==> config.mk <==
export PLATFORM = sky130hd
export DESIGN_NAME = la_iodir_flat
export DESIGN_NICKNAME = d
export VERILOG_FILES = /design/src/rtl/la_iodir_if.sv /design/src/rtl/la_iodir.sv /design/src/flat_wrapper.sv
export SDC_FILE = /design/constraint.sdc
export NUM_CORES = 1
export LEC_CHECK = 0
export BUFFER_PORTS_ARGS = -buffer_cell sky130_fd_sc_hd__buf_2
export CORE_MARGIN = 1.5
export CORE_UTILIZATION = 30
export CTS_CLUSTER_DIAMETER = 150
export CTS_CLUSTER_SIZE = 12
export DETAILED_ROUTE_END_ITERATION = 7
export PLACE_DENSITY = 0.45
export SETUP_SLACK_MARGIN = 0.02
export SYNTH_ARGS = -nofsm -noshare
export SYNTH_HDL_FRONTEND = slang
export SYNTH_SLANG_ARGS = --single-unit
==> constraint.sdc <==
create_clock -name clk -period 4.7 [get_ports clk]
set_clock_uncertainty 0.15 [all_clocks]
set_input_delay 0.235 -clock clk [delete_from_list [all_inputs] [get_ports clk]]
set_output_delay 0.235 -clock clk [all_outputs]
set_load 0.05 [all_outputs]
==> src/rtl/la_iodir_if.sv <==
// Link-direction control bundle between the padring sequencer and its requester.
// Carries the direction request and the registered steering/enable status back.
interface la_iodir_if;
  localparam int unsigned NSW_W = 8;

  logic             dir_in;
  logic             busy;
  logic             a2b;
  logic             oe_a;
  logic             oe_b;
  logic             turn;
  logic [NSW_W-1:0] nswitch;
  logic             timeout;

  modport master (
    output dir_in, busy,
    input  a2b, oe_a, oe_b, turn, nswitch, timeout
  );

  modport slave (
    input  dir_in, busy,
    output a2b, oe_a, oe_b, turn, nswitch, timeout
  );
endinterface

==> src/rtl/la_iodir.sv <==
// Break-before-make direction sequencer for a shared A<->B link (drain, fixed gap, drive).
// Optional drain timeout compiled in with LA_IODIR_TIMEOUT_EN.
module la_iodir #(
  parameter int unsigned TURN    = 2,
  parameter bit          DIRRST  = 1'b0,
  parameter int unsigned TIMEOUT = 16
) (
  input logic       clk,
  input logic       nreset,
  la_iodir_if.slave io
);

  localparam int unsigned CNT_W  = 4;
  localparam int unsigned NSW_W  = 8;
  localparam int unsigned DCNT_W = 8;
  localparam logic [CNT_W-1:0] GAP_LOAD = CNT_W'(TURN - 1);

  if ((TURN < 1) || (TURN > 15)) begin : g_bad_turn
    $error("la_iodir: TURN must be 1..15");
  end
  if ((TIMEOUT < 1) || (TIMEOUT > 255)) begin : g_bad_timeout
    $error("la_iodir: TIMEOUT must be 1..255");
  end

  typedef enum logic [1:0] {
    ST_GAP   = 2'd0,
    ST_DRV   = 2'd1,
    ST_DRAIN = 2'd2
  } state_t;

  state_t           state_q, state_d;
  logic [CNT_W-1:0] cnt_q, cnt_d;
  logic             a2b_q, a2b_d;
  logic             oe_a_q, oe_a_d;
  logic             oe_b_q, oe_b_d;
  logic             turn_q, turn_d;
  logic [NSW_W-1:0] nsw_q, nsw_d;
  logic             timeout_q, timeout_d;
  logic             first_q, first_d;
  logic             force_c;

`ifdef LA_IODIR_TIMEOUT_EN
  localparam int unsigned DW1 = DCNT_W + 1;
  logic [DCNT_W-1:0] dcnt_q, dcnt_d;

  // Forced drain fires on the busy cycle that would bring the drain count to TIMEOUT.
  assign force_c = io.busy && ((DW1'(dcnt_q) + DW1'(1)) == DW1'(TIMEOUT));

  always_ff @(posedge clk or negedge nreset) begin
    if (!nreset) dcnt_q <= '0;
    else         dcnt_q <= dcnt_d;
  end
`else
  assign force_c = 1'b0;
`endif

  always_ff @(posedge clk or negedge nreset) begin
    if (!nreset) begin
      state_q   <= ST_GAP;
      cnt_q     <= GAP_LOAD;
      a2b_q     <= DIRRST;
      oe_a_q    <= 1'b0;
      oe_b_q    <= 1'b0;
      turn_q    <= 1'b1;
      nsw_q     <= '0;
      timeout_q <= 1'b0;
      first_q   <= 1'b1;
    end else begin
      state_q   <= state_d;
      cnt_q     <= cnt_d;
      a2b_q     <= a2b_d;
      oe_a_q    <= oe_a_d;
      oe_b_q    <= oe_b_d;
      turn_q    <= turn_d;
      nsw_q     <= nsw_d;
      timeout_q <= timeout_d;
      first_q   <= first_d;
    end
  end

  always_comb begin
    state_d   = state_q;
    cnt_d     = cnt_q;
    a2b_d     = a2b_q;
    oe_a_d    = oe_a_q;
    oe_b_d    = oe_b_q;
    turn_d    = turn_q;
    nsw_d     = nsw_q;
    timeout_d = 1'b0;
    first_d   = first_q;
`ifdef LA_IODIR_TIMEOUT_EN
    dcnt_d    = dcnt_q;
`endif

    unique case (state_q)
      ST_DRV: begin
        oe_a_d = a2b_q;
        oe_b_d = ~a2b_q;
        turn_d = 1'b0;
        if (io.dir_in != a2b_q) begin
          state_d = ST_DRAIN;
`ifdef LA_IODIR_TIMEOUT_EN
          dcnt_d  = '0;
`endif
        end
      end

      // Current side keeps driving until its transfer finishes or the request reverts.
      ST_DRAIN: begin
        if (io.dir_in == a2b_q) begin
          state_d = ST_DRV;
`ifdef LA_IODIR_TIMEOUT_EN
          dcnt_d  = '0;
`endif
        end else if (!io.busy || force_c) begin
          state_d   = ST_GAP;
          oe_a_d    = 1'b0;
          oe_b_d    = 1'b0;
          turn_d    = 1'b1;
          cnt_d     = GAP_LOAD;
          timeout_d = force_c;
`ifdef LA_IODIR_TIMEOUT_EN
          dcnt_d    = '0;
`endif
        end else begin
`ifdef LA_IODIR_TIMEOUT_EN
          dcnt_d = dcnt_q + DCNT_W'(1);
`endif
        end
      end

      // Fixed gap with both enables low; the first gap after reset keeps DIRRST.
      ST_GAP: begin
        oe_a_d = 1'b0;
        oe_b_d = 1'b0;
        if (cnt_q == '0) begin
          state_d = ST_DRV;
          turn_d  = 1'b0;
          first_d = 1'b0;
          if (!first_q) begin
            a2b_d = ~a2b_q;
            if (nsw_q != '1) nsw_d = nsw_q + NSW_W'(1);
          end
          oe_a_d = a2b_d;
          oe_b_d = ~a2b_d;
        end else begin
          cnt_d = cnt_q - CNT_W'(1);
        end
      end

      default: begin
        state_d = ST_GAP;
        cnt_d   = GAP_LOAD;
        oe_a_d  = 1'b0;
        oe_b_d  = 1'b0;
        turn_d  = 1'b1;
      end
    endcase
  end

  assign io.a2b     = a2b_q;
  assign io.oe_a    = oe_a_q;
  assign io.oe_b    = oe_b_q;
  assign io.turn    = turn_q;
  assign io.nswitch = nsw_q;
  assign io.timeout = timeout_q;

endmodule
==> src/flat_wrapper.sv <==
// flat-port wrapper written by rule: the top's interface ports become plain ports
module la_iodir_flat 
#(
  parameter int unsigned TURN    = 2,
  parameter bit          DIRRST  = 1'b0,
  parameter int unsigned TIMEOUT = 16
)
  (clk, nreset, io_dir_in, io_busy, io_a2b, io_oe_a, io_oe_b, io_turn, io_nswitch, io_timeout);
  la_iodir_if io_i ();
  input logic clk;
  input logic nreset;
  input wire logic [$bits(io_i.dir_in)-1:0] io_dir_in;
  input wire logic [$bits(io_i.busy)-1:0] io_busy;
  output wire logic [$bits(io_i.a2b)-1:0] io_a2b;
  output wire logic [$bits(io_i.oe_a)-1:0] io_oe_a;
  output wire logic [$bits(io_i.oe_b)-1:0] io_oe_b;
  output wire logic [$bits(io_i.turn)-1:0] io_turn;
  output wire logic [$bits(io_i.nswitch)-1:0] io_nswitch;
  output wire logic [$bits(io_i.timeout)-1:0] io_timeout;
  assign io_i.dir_in = io_dir_in;
  assign io_i.busy = io_busy;
  assign io_a2b = io_i.a2b;
  assign io_oe_a = io_i.oe_a;
  assign io_oe_b = io_i.oe_b;
  assign io_turn = io_i.turn;
  assign io_nswitch = io_i.nswitch;
  assign io_timeout = io_i.timeout;
  la_iodir #(.TURN(TURN), .DIRRST(DIRRST), .TIMEOUT(TIMEOUT)) u_core (.clk(clk), .nreset(nreset), .io(io_i));
endmodule
Yosys cells after proc, flatten, opt, wreduce, memory -nomap -nowiden
Cells that the tools add are included.
{ "classes": {"addsub": 2, "eq_ne": 11, "muxes": 22, "n_bitwise": 4, "n_reduce_logical": 8} }
{ "op_table": {"columns": ["op", "count"], "rows": [
  ["4-bit two-way mux", 3],
  ["4-bit one-hot mux with 3 select lines", 1],
  ["1-bit two-way mux", 10],
  ["1-bit one-hot mux with 3 select lines", 3],
  ["8-bit by 1-bit adder with 8-bit output, second input constant", 1],
  ["2-bit two-way mux", 4],
  ["8-bit inequality test, second input constant", 1],
  ["4-bit AND reduction", 2],
  ["2-bit inequality test, second input constant", 3],
  ["2-bit one-hot mux with 3 select lines", 1],
  ["3-bit AND reduction", 2],
  ["4-bit logical NOT", 1],
  ["2-bit by 1-bit inequality test with 1-bit output, second input constant", 2],
  ["1-bit inverter", 4],
  ["2-bit AND reduction", 2],
  ["4-bit by 1-bit subtractor with 4-bit output, second input constant", 1],
  ["3-bit by 2-bit inequality test with 1-bit output, second input constant", 1],
  ["2-bit by 1-bit equality test with 1-bit output, second input constant", 1],
  ["2-bit equality test, second input constant", 1],
  ["2-bit logical NOT", 1],
  ["1-bit equality test", 1],
  ["1-bit inequality test", 1]
]} }
{ "word_totals": {"regBits": 19, "inputBits": 4} }

Longest topological paths before layout
{ "logic_depth": {"ltp_word": 7, "mapped_depth": 7} }

Worst setup path before layout
Ideal clock, no wire load.
{ "synth_path": {"path_kind": "reg-to-reg", "startpoint": "register u_core.nsw_q[0] (netlist: u_core.io.nswitch[0])", "endpoint": "register u_core.nsw_q[1] (netlist: u_core.io.nswitch[1])", "setup_time_ns": 0.125, "arrival_time_ns": 1.741, "required_ns": 4.425, "setup_slack_ns": 2.685, "path_stages_with_launch": 5, "path_buffers": 0, "synth_period_minus_slack_ns": 2.015, "path_cell_list": "dfrtp_1 -> ha_1 -> nand3_1 -> o211ai_1 -> mux2_2"} }
{ "synth_between": {"elab_chain_cells": 2, "elab_cells_between_ends": 3, "classes_between": "add/sub: 1; eq/ne: 1; reduce/logical: 1"} }
{ "synth_rtl": {"columns": ["item", "line_no", "text"], "rows": [
  ["start, declared", "la_iodir.sv:37", "logic [NSW_W-1:0] nsw_q, nsw_d;"],
  ["start signal, assigned", "la_iodir.sv:75", "nsw_q <= nsw_d;"],
  ["branches (longest 2 deep; another with 8-bit by 1-bit adder with 8-bit output)", null, null]
]} }
Several ways; the timed one is not identified.
A chain may end at the register's enable or synchronous reset.

Worst setup path after layout
{ "layout_path": {"startpoint": "register u_core.cnt_q[1]", "endpoint": "register u_core.nsw_q[7] (netlist: u_core.io.nswitch[7])"} }
{ "layout_between": {"elab_chain_cells": 2} }
{ "layout_rtl": {"columns": ["item", "line_no", "text"], "rows": [
  ["start, declared", "la_iodir.sv:32", "logic [CNT_W-1:0] cnt_q, cnt_d;"],
  ["start signal, assigned", "la_iodir.sv:70", "cnt_q <= cnt_d;"],
  ["4-bit logical NOT", "la_iodir.sv:136", "if (cnt_q == '0) begin"],
  ["4-bit AND reduction (no source line)", null, null]
]} }
No other way between the ends.

==> flow_summary.yaml <==
status:
  outcome: "complete, no violations"
placement:
  numPlacedInstances: 151
  dp.final_hpwl_um: 1400
  routabilityCongestion: 0.676
  io_buffers: 15
power:
  switching_share_pct: 49.5
  clkPwrFrac_pct: 10.6
  combPwrFrac_pct: 50.1
  ir_drop_mv: 0.434
  power.switching_mw: 0.385
  power_density_nw_per_um2: 700
  seqPwrFrac_pct: 39.3
  leakage_nw: 0.505
  intPower_mw: 0.392
timing:
  setup_viol: 0
  hold_viol: 0
  min_period_over_period_pct: 41.8
  rsz0062_at_grt: "no"
  slew_viol_final: 0
  fmax_mhz: 509
  setup_tns_ns: 0
  min_period_ns: 1.96
global_route:
  track_usage_pct: 12.6
  grt_overflow: 0
  grt_max_degree: 20
  antenna_found_initial: 0
  grt_pass1_vias: 716
  grt_pass1_wl_um: 3260
clock_network:
  cts_buffers: 3
  cts_tree: "built"
  cts_hold_buf: 1
  cts_setup_buffers: 0
  htree_levels: 1
  cts_buffer_depth: 2
  cts_resized: 0
  cts.clk_slew.worst_paths_ns: 0.11
  cts.sinks: 19
  clkLatencyLatePin_ns: 0.29
  cts_root_buf: "clkbuf_4"
worst_setup_path:
  critPathKind: "flop to flop"
  cpMaxStageDelayCell: "dfrtp_1"
  worst-path-max-fanout: 6
  startpoint_type: "flop"
  critPathRequiredTime_ns: 4.74
  cp_data_arrival_time_ns: 2.01
  critPathCaptureType: "flop"
  cp_slowest_stage_delay_ns: 0.41
  crit_chain: "inv_1, ha_1, nor3b_4, nand2_1, nor3_1, mux2_2"
cells_and_area:
  drive_above_1_share_pct: 25.9
  fin_nets: 119
  diodes: 0
  area_delta_synth_final_pct: 15.0
  layoutNonFillerInstCount: 156
  fillers: 330
flow_run:
  cap_violations: 0
die:
  start_util_pct: 31.6
  rows: 20
  num_io_pins: 17
  die_y_um: 59.7
  die_w_um: 59.7
  die-area_sq_um: 3570
  coreArea_sq_um: 3050
detailed_routing:
  dr.first_iter.drc_count: 21
  antenna_left: 0
  drc: 0
  dr.pass1.iters: 3
  num_vias: 746
  wl_um: 1940
  avgViaCountPerCell: 4.78
  routedWlPerCell_um: 12.4
yosys:
  synth_cells: 96
  synth_warnings: 0
  synth.distinct_cells: 36
  yosysTopAreaCellShare_pct: 41.5
  syn_area_per_cell_sq_um: 10.1
  syn_area_sq_um: 966
  yosysSeqAreaShare_pct: 49.6
  syn-num-nets: 102
  synthTopCellsByArea: "dfrtp_1 (41%), dfstp_2 (8.2%), xnor2_1 (4.5%)"
  ys_seq_elements: 19
  yosysTopAreaCell: "dfrtp_1"
min_path:
  hold_path.class: "primary input to flop"
## worst max-delay path: cells and delay by family (launching register included)
kind	cells	cell delay (ns)
DFF	1	0.41
muxes	1	0.36
buffers and inverters	1	0.07
and+or+nand+nor	3	0.67
adders and majority gates	1	0.21
## power by group through the flow
stage          logic (mW)  clock network [mW]  registers [mW]
2_1_floorplan       0.220                   0           0.395
3_3_place_gp        0.390                   0           0.306
3_5_place_dp        0.391                   0           0.307
4_1_cts             0.395              0.0892           0.304
5_1_grt             0.430              0.0943           0.316
6_report            0.390              0.0824           0.305
## final timing paths
kind	endpoint	slack, ns	depth (start not counted)	from
setup reg to reg	u_core.io.nswitch[7]	2.74	6	u_core.cnt_q[1]
hold / removal	u_core.state_q[1]	0.04	3	io_busy
hold reg to reg	u_core.cnt_q[0]	0.36	2	u_core.cnt_q[0]
setup / recovery	u_core.io.nswitch[7]	2.74	6	u_core.cnt_q[1]
min in group asynchronous	u_core.io.nswitch[4]	0.25	2	nreset
max in group asynchronous	u_core.cnt_q[0]	3.82	2	nreset
## logic make-up after synthesis
kind of cell,Yosys count,synth area share (%)
flip-flops,19,49.6
XOR/XNOR,6,5.44
other,1,0.388
AO/OA/AOI/OAI,22,14.5
buffers and inverters,10,4.66
AND/OR/NAND/NOR,33,19.4
adder cells (fa/ha/maj),2,2.59
multiplexers,3,3.37
## synthesized netlist by cell type (all sizes together)
master and number:
buf 3, a221o 1, nor4 1, xnor2 5, or3b 1, o2bb2ai 1, o211ai 3, a21oi 5
nor3b 1, ha 2, a31oi 1, clkbuf 1, a21boi 1, nor3 3, and4 1, nand3 2
conb 1, nand4b 1, nor2 7, dfrtp 16, a22oi 1, xor2 1, o21ai 7, dfstp 3
o21a 1, and2 2, mux2 2, o31ai 1, nor2b 1, nand2 8, inv 6, nand2b 1
nand4 4, mux2i 1
## layout make-up
| type | instances | area (sq um) | share of cell area (%) |
|---|---|---|---|
| well taps | 44 | 55.1 | 4.95 |
| flip-flops and latches | 19 | 479 | 43.1 |
| repair buffers | 16 | 85.1 | 7.66 |
| multi-input cells | 67 | 442 | 39.8 |
| clock buffers | 3 | 22.5 | 2.03 |
| clock inverters | 1 | 5.00 | 0.450 |
| inverters | 6 | 22.5 | 2.03 |
## stage by stage
step                instance area, sq um  hold slack (ns)  utilization (%)  worst slack, ns  power [mW]
floorplan                            966           -0.211                -             2.68       0.615
global placement                    1070           0.0578             35.2             2.83       0.696
detailed placement                  1070           0.0576             35.2             2.79       0.698
CTS                                 1110           0.0287             36.4             2.72       0.789
global route                        1110           0.0568             36.4             2.56       0.841
finish                              1110           0.0392             36.4             2.74       0.777
## flip-flops by register name, indices dropped and copies added, names as in the netlist
name               count
u_core.cnt_q           4
u_core.first_q         1
u_core.io.a2b          1
u_core.io.nswitch      8
u_core.io.oe_a         1
u_core.io.oe_b         1
u_core.io.turn         1
u_core.state_q         2
## cells in the final DEF (no fill, tap or decap), types with 2 or more instances in the layout
cell type / instances
o21ai_0: 7
nor3_1: 2
mux2_2: 2
clkbuf_4: 3
nand3_1: 2
nand2_1: 8
nand4_1: 4
inv_1: 6
ha_1: 2
and2_1: 2
nor2_1: 7
a21oi_1: 5
o211ai_1: 3
buf_2: 15
dfstp_2: 3
dfrtp_1: 16
xnor2_1: 5
## routing by layer
metal  vias to the layer above  part of all wire [%]  track usage, %
li1                        369                     -               -
met1                       364                    44            15.1
met2                        11                    51            21.4
met3                         2                   3.9            4.55
met4                         0                  0.98            2.86
met5                         -                     0               0
(Power assumes the default switching activity.)
